--- config.mk ---
export PLATFORM = sky130hd
export DESIGN_NAME = fifo_uart_tx
export DESIGN_NICKNAME = d
export VERILOG_FILES = /design/src/rtl/fifo_uart_tx.sv
export SDC_FILE = /design/constraint.sdc
export NUM_CORES = 1
export LEC_CHECK = 0
export ABC_CLOCK_PERIOD_IN_PS = 1400
export BUFFER_PORTS_ARGS = -buffer_cell sky130_fd_sc_hd__clkbuf_2
export CORE_ASPECT_RATIO = 0.6
export CORE_UTILIZATION = 51
export CTS_CLUSTER_SIZE = 30
export DETAILED_ROUTE_END_ITERATION = 16
export GPL_TIMING_DRIVEN = 0
export PLACE_DENSITY = 0.74
export SLEW_MARGIN = 10
export SYNTH_ARGS = -nofsm -noshare
export SYNTH_HDL_FRONTEND = slang
export SYNTH_SLANG_ARGS = --single-unit
export TNS_END_PERCENT = 50
--- constraint.sdc ---
create_clock -name clk -period 1.4 [get_ports clk]
set_input_delay 0.28 -clock clk [delete_from_list [all_inputs] [get_ports clk]]
set_output_delay 0.28 -clock clk [all_outputs]
set_load 0.03 [all_outputs]
--- src/rtl/fifo_uart_tx.sv ---
// fifo_uart_tx
//   Drains a synchronous FIFO one word at a time and sends each word as an
//   asynchronous UART frame. A frame is one start bit (low), then DATA_W data
//   bits LSB first, then STOP_BITS stop bits (high). Each bit lasts
//   CLKS_PER_BIT clocks.
//
//   Read handshake: the FIFO has registered read data. The word read in FETCH
//   appears on fifo_dout after the FETCH exit edge. It is captured at the LOAD
//   exit edge. fifo_dout is ignored in every other state.
//
// Ports
//   clk         system clock, rising edge
//   rst         asynchronous active-high reset (aborts any frame in flight)
//   en          transmit enable; only gates the start of new frames
//   fifo_empty  FIFO empty flag
//   fifo_dout   FIFO registered read data [DATA_W-1:0]
//   fifo_rd     FIFO read strobe; one cycle per frame
//   tx          serial line, idle high
//   busy        high whenever the FSM is not idle
//   frame_done  one-cycle pulse on the cycle after the last stop clock
module fifo_uart_tx #(
  parameter int DATA_W       = 8,
  parameter int CLKS_PER_BIT = 16,
  parameter int STOP_BITS    = 1
) (
  input  logic              clk,
  input  logic              rst,
  input  logic              en,
  input  logic              fifo_empty,
  input  logic [DATA_W-1:0] fifo_dout,
  output logic              fifo_rd,
  output logic              tx,
  output logic              busy,
  output logic              frame_done
);

  localparam int BAUD_W = $clog2(CLKS_PER_BIT);
  localparam int BIT_W  = $clog2(DATA_W + 1);
  localparam logic [BAUD_W-1:0] BAUD_LAST = BAUD_W'(CLKS_PER_BIT - 1);
  localparam logic [BIT_W-1:0]  DATA_LAST = BIT_W'(DATA_W - 1);
  localparam logic [BIT_W-1:0]  STOP_LAST = BIT_W'(STOP_BITS - 1);
  // Index of the bit that becomes shift[0] after the next shift. The
  // expression collapses to 0 for a one-bit word.
  localparam int SH1 = (DATA_W > 1) ? 1 : 0;

  typedef enum logic [2:0] {IDLE, FETCH, LOAD, START, DATA, STOP} state_t;

  state_t              state;
  logic [BAUD_W-1:0]   baud_cnt;
  logic [BIT_W-1:0]    bit_cnt;
  logic [DATA_W-1:0]   shift;
  logic                bit_end;
  logic                go;

  assign bit_end = (baud_cnt == BAUD_LAST);
  // A new frame may start only when enabled and a word is known to be there.
  assign go      = en & ~fifo_empty;

  // The outputs are registered. Each one is loaded on the edge that enters
  // the state it belongs to, so it always matches the current state.
  always_ff @(posedge clk or posedge rst) begin
    if (rst) begin
      state      <= IDLE;
      baud_cnt   <= '0;
      bit_cnt    <= '0;
      shift      <= '0;
      tx         <= 1'b1;
      fifo_rd    <= 1'b0;
      busy       <= 1'b0;
      frame_done <= 1'b0;
    end else begin
      fifo_rd    <= 1'b0;
      frame_done <= 1'b0;
      case (state)
        IDLE: begin
          if (go) begin
            state   <= FETCH;
            fifo_rd <= 1'b1;
            busy    <= 1'b1;
          end
        end
        FETCH: begin
          state <= LOAD;
        end
        LOAD: begin
          // The word requested in FETCH is now valid on fifo_dout.
          shift    <= fifo_dout;
          baud_cnt <= '0;
          bit_cnt  <= '0;
          tx       <= 1'b0;
          state    <= START;
        end
        START: begin
          if (bit_end) begin
            baud_cnt <= '0;
            tx       <= shift[0];
            state    <= DATA;
          end else begin
            baud_cnt <= baud_cnt + BAUD_W'(1);
          end
        end
        DATA: begin
          if (bit_end) begin
            baud_cnt <= '0;
            shift    <= shift >> 1;
            if (bit_cnt == DATA_LAST) begin
              bit_cnt <= '0;
              tx      <= 1'b1;
              state   <= STOP;
            end else begin
              bit_cnt <= bit_cnt + BIT_W'(1);
              tx      <= shift[SH1];
            end
          end else begin
            baud_cnt <= baud_cnt + BAUD_W'(1);
          end
        end
        STOP: begin
          if (bit_end) begin
            baud_cnt <= '0;
            if (bit_cnt == STOP_LAST) begin
              bit_cnt    <= '0;
              frame_done <= 1'b1;
              // Chain straight into the next word with no idle cycle.
              if (go) begin
                state   <= FETCH;
                fifo_rd <= 1'b1;
              end else begin
                state <= IDLE;
                busy  <= 1'b0;
              end
            end else begin
              bit_cnt <= bit_cnt + BIT_W'(1);
            end
          end else begin
            baud_cnt <= baud_cnt + BAUD_W'(1);
          end
        end
        default: begin
          state <= IDLE;
          tx    <= 1'b1;
          busy  <= 1'b0;
        end
      endcase
    end
  end

endmodule
======== Word level (Yosys, flattened, before mapping) ========
Index checks and enable logic that the tools add are counted.
word-level totals
  bits in registers ....................... 23
  output and inout port bits .............. 4
  word-level logic and storage cells ...... 74
operators by class
  $add $sub $neg .......................... 2
  equality and inequality tests ........... 14
  mux-type cells .......................... 33
  bitwise gates (word level) .............. 4
  reduce and logical (&&, ||, !) cells .... 13
operators with widths
  cell                                                                    number
  4-bit two-way mux                                                       5
  3-bit two-way mux                                                       6
  3-bit case mux with 6 select lines                                      1
  8-bit case mux with 2 select lines                                      1
  1-bit two-way mux                                                       14
  2-bit != test (second input constant)                                   7
  4-bit case mux with 3 select lines                                      1
  4-bit by 1-bit adder with 4-bit output (second input constant)          2
  8-bit two-way mux                                                       1
  4-bit case mux with 2 select lines                                      1
  3-bit by 2-bit equality test with 1-bit output (second input constant)  2
  3-bit equality test (second input constant)                             2
  3-bit AND reduction                                                     2
  6-bit AND reduction                                                     1
  3-bit OR reduction                                                      2
  5-bit AND reduction                                                     1
  4-bit by 3-bit equality test with 1-bit output (second input constant)  1
  4-bit equality test (second input constant)                             1
  4-bit logical NOT                                                       1
  1-bit case mux with 4 select lines                                      1
  2-bit nonzero test                                                      2
  4-bit OR reduction                                                      1
  3-bit by 1-bit equality test with 1-bit output (second input constant)  1
  3-bit logical NOT                                                       1
  6 further kinds                                                         8

======== Longest topological paths before layout ========
Gate-level depths: netlist of run 1.
  depth after elaboration ................. 6
  mapped depth ............................ 7
  depth with buffers taken out ............ 6

======== Worst setup path before layout of run 1 ========
Ideal clock, no wire load.
  kind .................................... register to register
  start ................................... register baud_cnt[0]
  end ..................................... register state[0]
  library setup time ...................... 126 ps
  data arrival time ....................... 1344 ps
  setup slack ............................. -70 ps
  stages on the path, launching flop included .. 7
  path buffers ............................ 1
  cells stage by stage .................... dfrtp_1 -> ha_1 -> and3_1 -> buf_6 -> nand2_2 -> a211o_1 -> o311a_1
on the way
  cells in the longest elaborated chain, start to end .. 3
ends and longest elaborated chain
  what                             RTL line  text
  start: declaration               49        logic [BAUD_W-1:0] baud_cnt;
  start signal: assignment         99        baud_cnt <= baud_cnt + BAUD_W'(1);
  start signal: assignment         115       baud_cnt <= baud_cnt + BAUD_W'(1);
  start signal: assignment         136       baud_cnt <= baud_cnt + BAUD_W'(1);
  4-bit equality test *            55        assign bit_end = (baud_cnt == BAUD_LAST);
  2-bit != test (no line)          --
  6-bit AND reduction (no line) *  --
  end signal: assignment           63        state <= IDLE;
  end signal: assignment           77        state <= FETCH;
  end signal: assignment           83        state <= LOAD;
  end: declaration                 48        state_t state;
Every way passes the cells marked *; elsewhere a longest branch is shown, timed or not.
A chain may end at the register's enable or synchronous reset.

======== Worst setup path in the final report of run 1 ========
  start ................................... register bit_cnt[1]
  end ..................................... register bit_cnt[1]
on the way
  cells in the longest elaborated chain, start to end .. 4
ends and longest elaborated chain
  what                                                            RTL line  text
  start: declaration                                              50        logic [BIT_W-1:0] bit_cnt;
  start signal: assignment                                        111       bit_cnt <= bit_cnt + BIT_W'(1);
  start signal: assignment                                        133       bit_cnt <= bit_cnt + BIT_W'(1);
  4-bit by 1-bit adder with 4-bit output (tied with other cells)  111, 133
  4-bit two-way mux (on tied branches)                            121, 106
  4-bit two-way mux (on tied branches)                            119, 103
  4-bit case mux with 3 select lines *                            74        case (state)
Every way passes the cells marked *; elsewhere a longest branch is shown, timed or not. The select of a mux whose other input is x is not followed.

==> results of run 1 <==
==> cell usage after synthesis, types with 2 or more instances <==
| library cell | instances |
|---|---|
| buf_2 | 2 |
| ha_1 | 3 |
| o21ai_1 | 10 |
| nand2_2 | 2 |
| inv_1 | 5 |
| a32o_1 | 2 |
| mux2i_1 | 9 |
| nor2_1 | 10 |
| buf_4 | 2 |
| o21ai_0 | 7 |
| nor3_1 | 2 |
| nor2b_1 | 3 |
| o31ai_2 | 2 |
| nand2b_1 | 2 |
| a311oi_1 | 2 |
| nand3_1 | 2 |
| buf_6 | 4 |
| nand2_1 | 15 |
| o21ai_2 | 2 |
| dfrtp_1 | 22 |
| and4bb_1 | 2 |
| a21oi_1 | 7 |
==> flip-flops by register name (all words and copies together), names as in the netlist <==
register,cells
bit_cnt,4
busy,1
baud_cnt,4
frame_done,1
fifo_rd,1
shift,8
state,3
tx,1
==> layout make-up <==
cell class | instances | area (µm²)
Timing Repair Buffer | 25 | 154
Buffer | 8 | 72.6
Fill cell | 209 | 846
Tap cell | 32 | 40.0
Sequential cell | 23 | 581
Clock buffer | 4 | 45.0
Multi-Input combinational cell | 100 | 766
Inverter | 5 | 18.8
==> critical path: cells and delay by family (launching register included) <==
| family | cells | cell delay (ns) |
|---|---|---|
| buffers and inverters | 2 | 0.20 |
| adder cells (fa/ha/maj) | 1 | 0.16 |
| AO/OA/AOI/OAI | 1 | 0.20 |
| flip-flops | 1 | 0.42 |
| AND/OR/NAND/NOR | 2 | 0.35 |
==> cells by family (layout without fill, tap and decap cells) <==
family | count (synthesis) | after routing | share of synthesized area (%)
AOI/OAI and AO/OA | 42 | 42 | 22.5
adders and majority gates | 3 | 3 | 2.74
buffers and inverters | 14 | 42 | 6.75
DFF | 23 | 23 | 42.1
muxes | 10 | 10 | 7.39
and+or+nand+nor | 45 | 45 | 18.5
==> timing repair <==
| item | in CTS | in global routing |
|---|---|---|
| buffers inserted | 5 | 4 |
| pin swaps | 11 | 6 |
| cloned | 1 | 0 |
| endpoints found under the setup margin | 16 | 18 |
| gates resized for setup | 10 | 13 |
==> through the flow <==
stage	hold slack (ns)	total power, µW
floorplan	0.281	2130
global placement	0.466	2330
detailed placement	0.475	2380
CTS	0.203	2920
global route	0.228	3310
finish	0.164	3110
==> power groups by stage <==
stage	Sequential, µW	Combinational, µW	Clock [µW]
6_report	1120	1570	420
3_5_place_dp	1110	1280	0
3_3_place_gp	1090	1240	0
2_1_floorplan	1120	1010	0
5_1_grt	1140	1730	448
4_1_cts	1110	1380	432
==> layout by cell type (no fill, tap or decap), types with 2 or more instances in the layout <==
cell       n
o21ai_0    6
nor3_1     2
clkbuf_1   2
dfrtp_2    3
o21ai_2    4
nand3_1    2
o31ai_2    2
nor2b_1    3
nor2_1     9
a311oi_1   2
buf_6      6
clkbuf_2  15
dfrtp_1   19
ha_2       2
nand2b_1   2
nand2_2    6
inv_1      5
buf_4      9
nand2_1   11
o21ai_1    9
clkbuf_8   3
a32o_1     2
mux2i_1    9
a21oi_1    7
==> worst min path at each step <==
stage	start	cells past startpoint	end
after detailed placement	shift[5]	2	shift[5]
after CTS	rst	2	baud_cnt[2]
final	rst	2	baud_cnt[2]
after global routing	fifo_dout[7]	3	shift[7]
after global placement	shift[3]	2	shift[3]
after floorplan	rst	1	baud_cnt[0]
==> per-layer routing <==
| layer | vias to the layer above | track usage, % | part of all wire [%] |
|---|---|---|---|
| li1 | 547 | - | - |
| met1 | 572 | 31.8 | 50 |
| met2 | 26 | 30.1 | 45 |
| met3 | 4 | 6.79 | 4.5 |
| met4 | 0 | 5.71 | 0.99 |
| met5 | - | 0 | 0 |
==> impl_results.md, run 1 <==
* Row cnt at 14
* Die height at 42.2 µm
* CP endpoint: bit_cnt[1]
* Port bufs at 15
* CTS max path bufs at 2
* RR Startpoint: bit_cnt[1]
* Worst Tran Pin Value at 0.873 ns
* Most area-hungry cell type in the Yosys netlist: dfrtp_1
* Global-route wire length before repair at 4.49 mm
* HPWL Detailed at 1.88 mm
* Leakage power at 0.000728 µW
* Die area at 2910 µm²
* Hold_buf cts at 0
* Pin count of the biggest net entering global routing at 24
* Initial DRT Pass Iterations at 4
* Clk Latency, worst-skew pair at 0.26 ns
* Wirelength, routed at 2.93 mm
* Synth cell types at 42
* Core area at 2520 µm²
* Area Growth Syn to Fin at 22.3%
* Register area share after synthesis at 42.1%
* Rel. slew slack at 41.8%
* Reg2reg end: bit_cnt[1]
* Number of flops mapped to enable cells by yosys at 0
* Clk root buf: clkbuf_8
* Post-Place Cell Area at 1500 µm²
* Starting DRT DRC Count at 68
* Worst Path Class, Setup: reg2reg
* Post-synthesis register bit count at 23
* Worst Hold Class: in2async
* Syn Area/Cell at 10.0 µm²
* Routed vias/inst at 5.83
* Die Wd at 68.9 µm
* Seq pwr share at 35.9%
* Reg clk slew, reported paths at 0.08 ns
* Final ANT Viol Nets at 0
* Routed length per instance at 14.9 µm
* Yosys warning count at 0
* Initial antenna violation count at 0
* Cells on worst reg2reg path at 6
* Ant. Diodes at 0
* Maxcap violations at 0
* Sink Count at 23
* Design area at 1680 µm²
* Sw Share at 39.0%
* Final Hold Fails at 0
* Mapped Nets at 152
* Setup TNS at -0.120 ns
* Achievable frequency at 0.697 GHz
* Max stage delay on crit path at 0.42 ns
* Max-slew violations at 0
* Via count at 1,149
* Synth Instances at 137
* CP endpoint kind: flop
* Pre-CTS setup slack at -0.159 ns
* Psw at 1210 µW
* Area share of the largest cell type after synthesis at 40.1%
* Placed cells at 184
* Crit path from: bit_cnt[1]
* CP max FO at 5
* Netlist Area Pre-Place at 1370 µm²
* Internal power at 1900 µW
* Clock buffer count from CTS at 3
* Final setup viols at 4
* Clock Power Share at 13.5%
* Fraction of registers with async set or reset after synthesis at 100%
* Nets@finish at 181
* Critical Path Start Type: flop
* Status: finished with violations
* Reg2reg setup slack at -0.03 ns
* Final Worst Setup Slack at -0.0337 ns
* RSZ-0062 raised after global routing: true
* Violations in the final reports: negative setup slack
* Top FF cell, synth: dfrtp_1
* Minimum clock period at 1.43 ns
* Largest cells by area after synthesis: dfrtp_1 40%, mux2i_1 6.6%, nand2_1 4.1%
* Layout cells sized above 1 at 39.4%
* Finished Layout Cells at 197
* Arr. time, crit path at 1.59 ns
* CTS tree: built
* PwrDens at 1850 nW/µm²
* Tot GR Track Use at 21.5%
* Worst-case vdd ir drop at 0.00101 V
* Post-route DRC violation count at 0
* Gpl congestion at 0.812
* Period utilization at 102%
* I/O pin total at 16
* GR Overflow Total at 0
* Crit path required time at 1.56 ns
* Initial core utilization at 54.4%
* Vias in the first global route at 977
* CP max-delay cell: dfrtp_1
* Final setup skew at 0.00413 ns
* Comb power frac at 50.6%
* CP cell instances: inv_1, ha_2, and4bb_4, nor3_4, buf_4, a32o_1
* Htree depth at 1
* Final Core Density at 66.5%
(Power assumes the default switching activity.)
==> run 2, diff against run 1 <==
--- a/config.mk
+++ b/config.mk
@@ -6,11 +6,11 @@
 export NUM_CORES = 1
 export LEC_CHECK = 0
 export ABC_CLOCK_PERIOD_IN_PS = 1400
-export BUFFER_PORTS_ARGS = -buffer_cell sky130_fd_sc_hd__clkbuf_2
 export CORE_ASPECT_RATIO = 0.6
-export CORE_UTILIZATION = 51
+export CORE_UTILIZATION = 56
 export CTS_CLUSTER_SIZE = 30
 export DETAILED_ROUTE_END_ITERATION = 16
+export DONT_BUFFER_PORTS = 1
 export GPL_TIMING_DRIVEN = 0
 export PLACE_DENSITY = 0.74
 export SLEW_MARGIN = 10
==> impl_results.md, run 2 (same netlist as run 1, synthesis figures left out) <==
* Via count at 1,127
* RSZ-0062 raised after global routing: true
* Sink Count at 23
* Comb power frac at 50.7%
* Global-route wire length before repair at 4.71 mm
* Starting DRT DRC Count at 97
* Storage cell area at 581 µm²
* Wirelength, routed at 3.31 mm
* Tot GR Track Use at 25.4%
* Area Growth Syn to Fin at 25.0%
* Status: finished with violations
* Initial antenna violation count at 0
* Largest Register: shift
* Seq pwr share at 36.6%
* Max-slew violations at 0
* Psw at 1300 µW
* Sw Share at 40.2%
* Routed length per instance at 17.6 µm
* CP max FO at 5
* Ant. Diodes at 0
* HPWL Detailed at 1.98 mm
* Clock Power Share at 12.7%
* Post-route DRC violation count at 0
* Commonest non-fill, non-tap cell in the layout: dfrtp_1
* Final setup viols at 7
* Leakage power at 0.000723 µW
* Layout cells sized above 1 at 41.8%
* Gpl congestion at 0.805
* Hold_buf cts at 0
* Reg clk slew, reported paths at 0.08 ns
* Final Worst Setup Slack at -0.108 ns
* Clk Latency, worst-skew pair at 0.26 ns
* Minimum clock period at 1.51 ns
* Max reg flops at 8
* Achievable frequency at 0.663 GHz
* Final Core Density at 76.4%
* Die Wd at 65.9 µm
* PwrDens at 1890 nW/µm²
* Worst Hold Class: in2async
* Critical Path Start Type: flop
* Initial DRT Pass Iterations at 4
* Port bufs at 0
* Finished Layout Cells at 188
* Worst Tran Pin Value at 0.875 ns
* Final setup skew at 0.000959 ns
* Final Hold Fails at 0
* Placed cells at 167
* Vias in the first global route at 976
* Final ANT Viol Nets at 0
* Worst Path Class, Setup: reg2reg
* Clock buffer count from CTS at 3
* Violations in the final reports: negative setup slack
* CTS max path bufs at 2
* Worst-case vdd ir drop at 0.00106 V
* Pin count of the biggest net entering global routing at 24
* Initial core utilization at 61.1%
* Routed vias/inst at 5.99
* Die height at 40.3 µm
* Core area at 2240 µm²
* Die area at 2660 µm²
* Area of the multi-input gates at 817 µm²
* Period utilization at 108%
* CP endpoint kind: flop
* Filler cell count at 139
* Rel. slew slack at 41.6%
* CTS tree: built
* Clk root buf: clkbuf_8
* Arr. time, crit path at 1.67 ns
* Internal power at 1940 µW
* Nets@finish at 174
* Top flop regs: shift (8), baud_cnt (4), bit_cnt (4)
* I/O pin total at 16
* Htree depth at 1
* Maxcap violations at 0
* Crit path required time at 1.56 ns
* GR Overflow Total at 0
* Commonest cells after routing, fill and taps aside: 19 x dfrtp_1, 16 x buf_4, 9 x nor2_1, 9 x mux2i_1
* Row cnt at 13
run 2: layout make-up:
type | instances | share of cell area, %
Inverter | 5 | 1.09
Timing Repair Buffer | 18 | 8.32
Clock buffer | 4 | 2.63
Sequential cell | 23 | 33.9
Tap cell | 30 | 2.19
Buffer | 8 | 4.23
Multi-Input combinational cell | 100 | 47.7
run 2: worst paths after layout:
| check | from | to | slack [ns] | depth (start not counted) |
|---|---|---|---|---|
| worst max register to register | bit_cnt[0] | bit_cnt[1] | -0.11 | 6 |
| worst min register to register | shift[5] | shift[5] | 0.50 | 2 |
| max in group asynchronous | rst | baud_cnt[1] | 0.72 | 1 |
| min in group clk | fifo_dout[7] | shift[7] | 0.14 | 2 |
| worst min-delay path | rst | shift[2] | 0.08 | 1 |
| worst max-delay path | bit_cnt[0] | bit_cnt[1] | -0.11 | 6 |
run 2: repair_timing:
| item | in CTS | in global routing |
|---|---|---|
| setup endpoints to repair | 16 | 19 |
| pin swaps | 10 | 14 |
| buffers inserted | 11 | 6 |
| cloned | 1 | 0 |
| gates resized for setup | 12 | 26 |
run 2: worst max-delay path, stage by stage (launching register included):
cell      delay (ns)
dfrtp_1         0.45
inv_1           0.09
ha_2            0.17
and4bb_4        0.30
nor3_4          0.06
buf_4           0.13
a32o_1          0.20
run 2: routing by layer:
metal	vias to the layer above	GRT usage, %	routed length (µm)
met5	-	0	0
met4	0	7.61	25
met3	7	5.97	133
met2	26	41.6	1620
met1	561	34.1	1530
li1	533	-	-
run 2: per-stage QoR:
step	instance area (µm²)	hold slack (ns)	total power, µW	TNS (ns)	setup WS (ns)
2_1_floorplan	1390	0.281	2130	-0.0333	-0.0167
3_3_place_gp	1430	0.384	2300	-1.34	-0.136
3_5_place_dp	1430	0.391	2380	-1.94	-0.196
4_1_cts	1580	0.104	2960	-0.104	-0.0412
5_1_grt	1710	0.144	3430	-1.22	-0.178
6_report	1710	0.0813	3240	-0.419	-0.108
run 2: power groups by stage:
stage	Combinational [µW]	Clock, µW	Sequential (µW)
3_3_place_gp	1150	0	1150
2_1_floorplan	1010	0	1120
3_5_place_dp	1210	0	1160
6_report	1640	410	1180
4_1_cts	1390	419	1140
5_1_grt	1770	443	1220
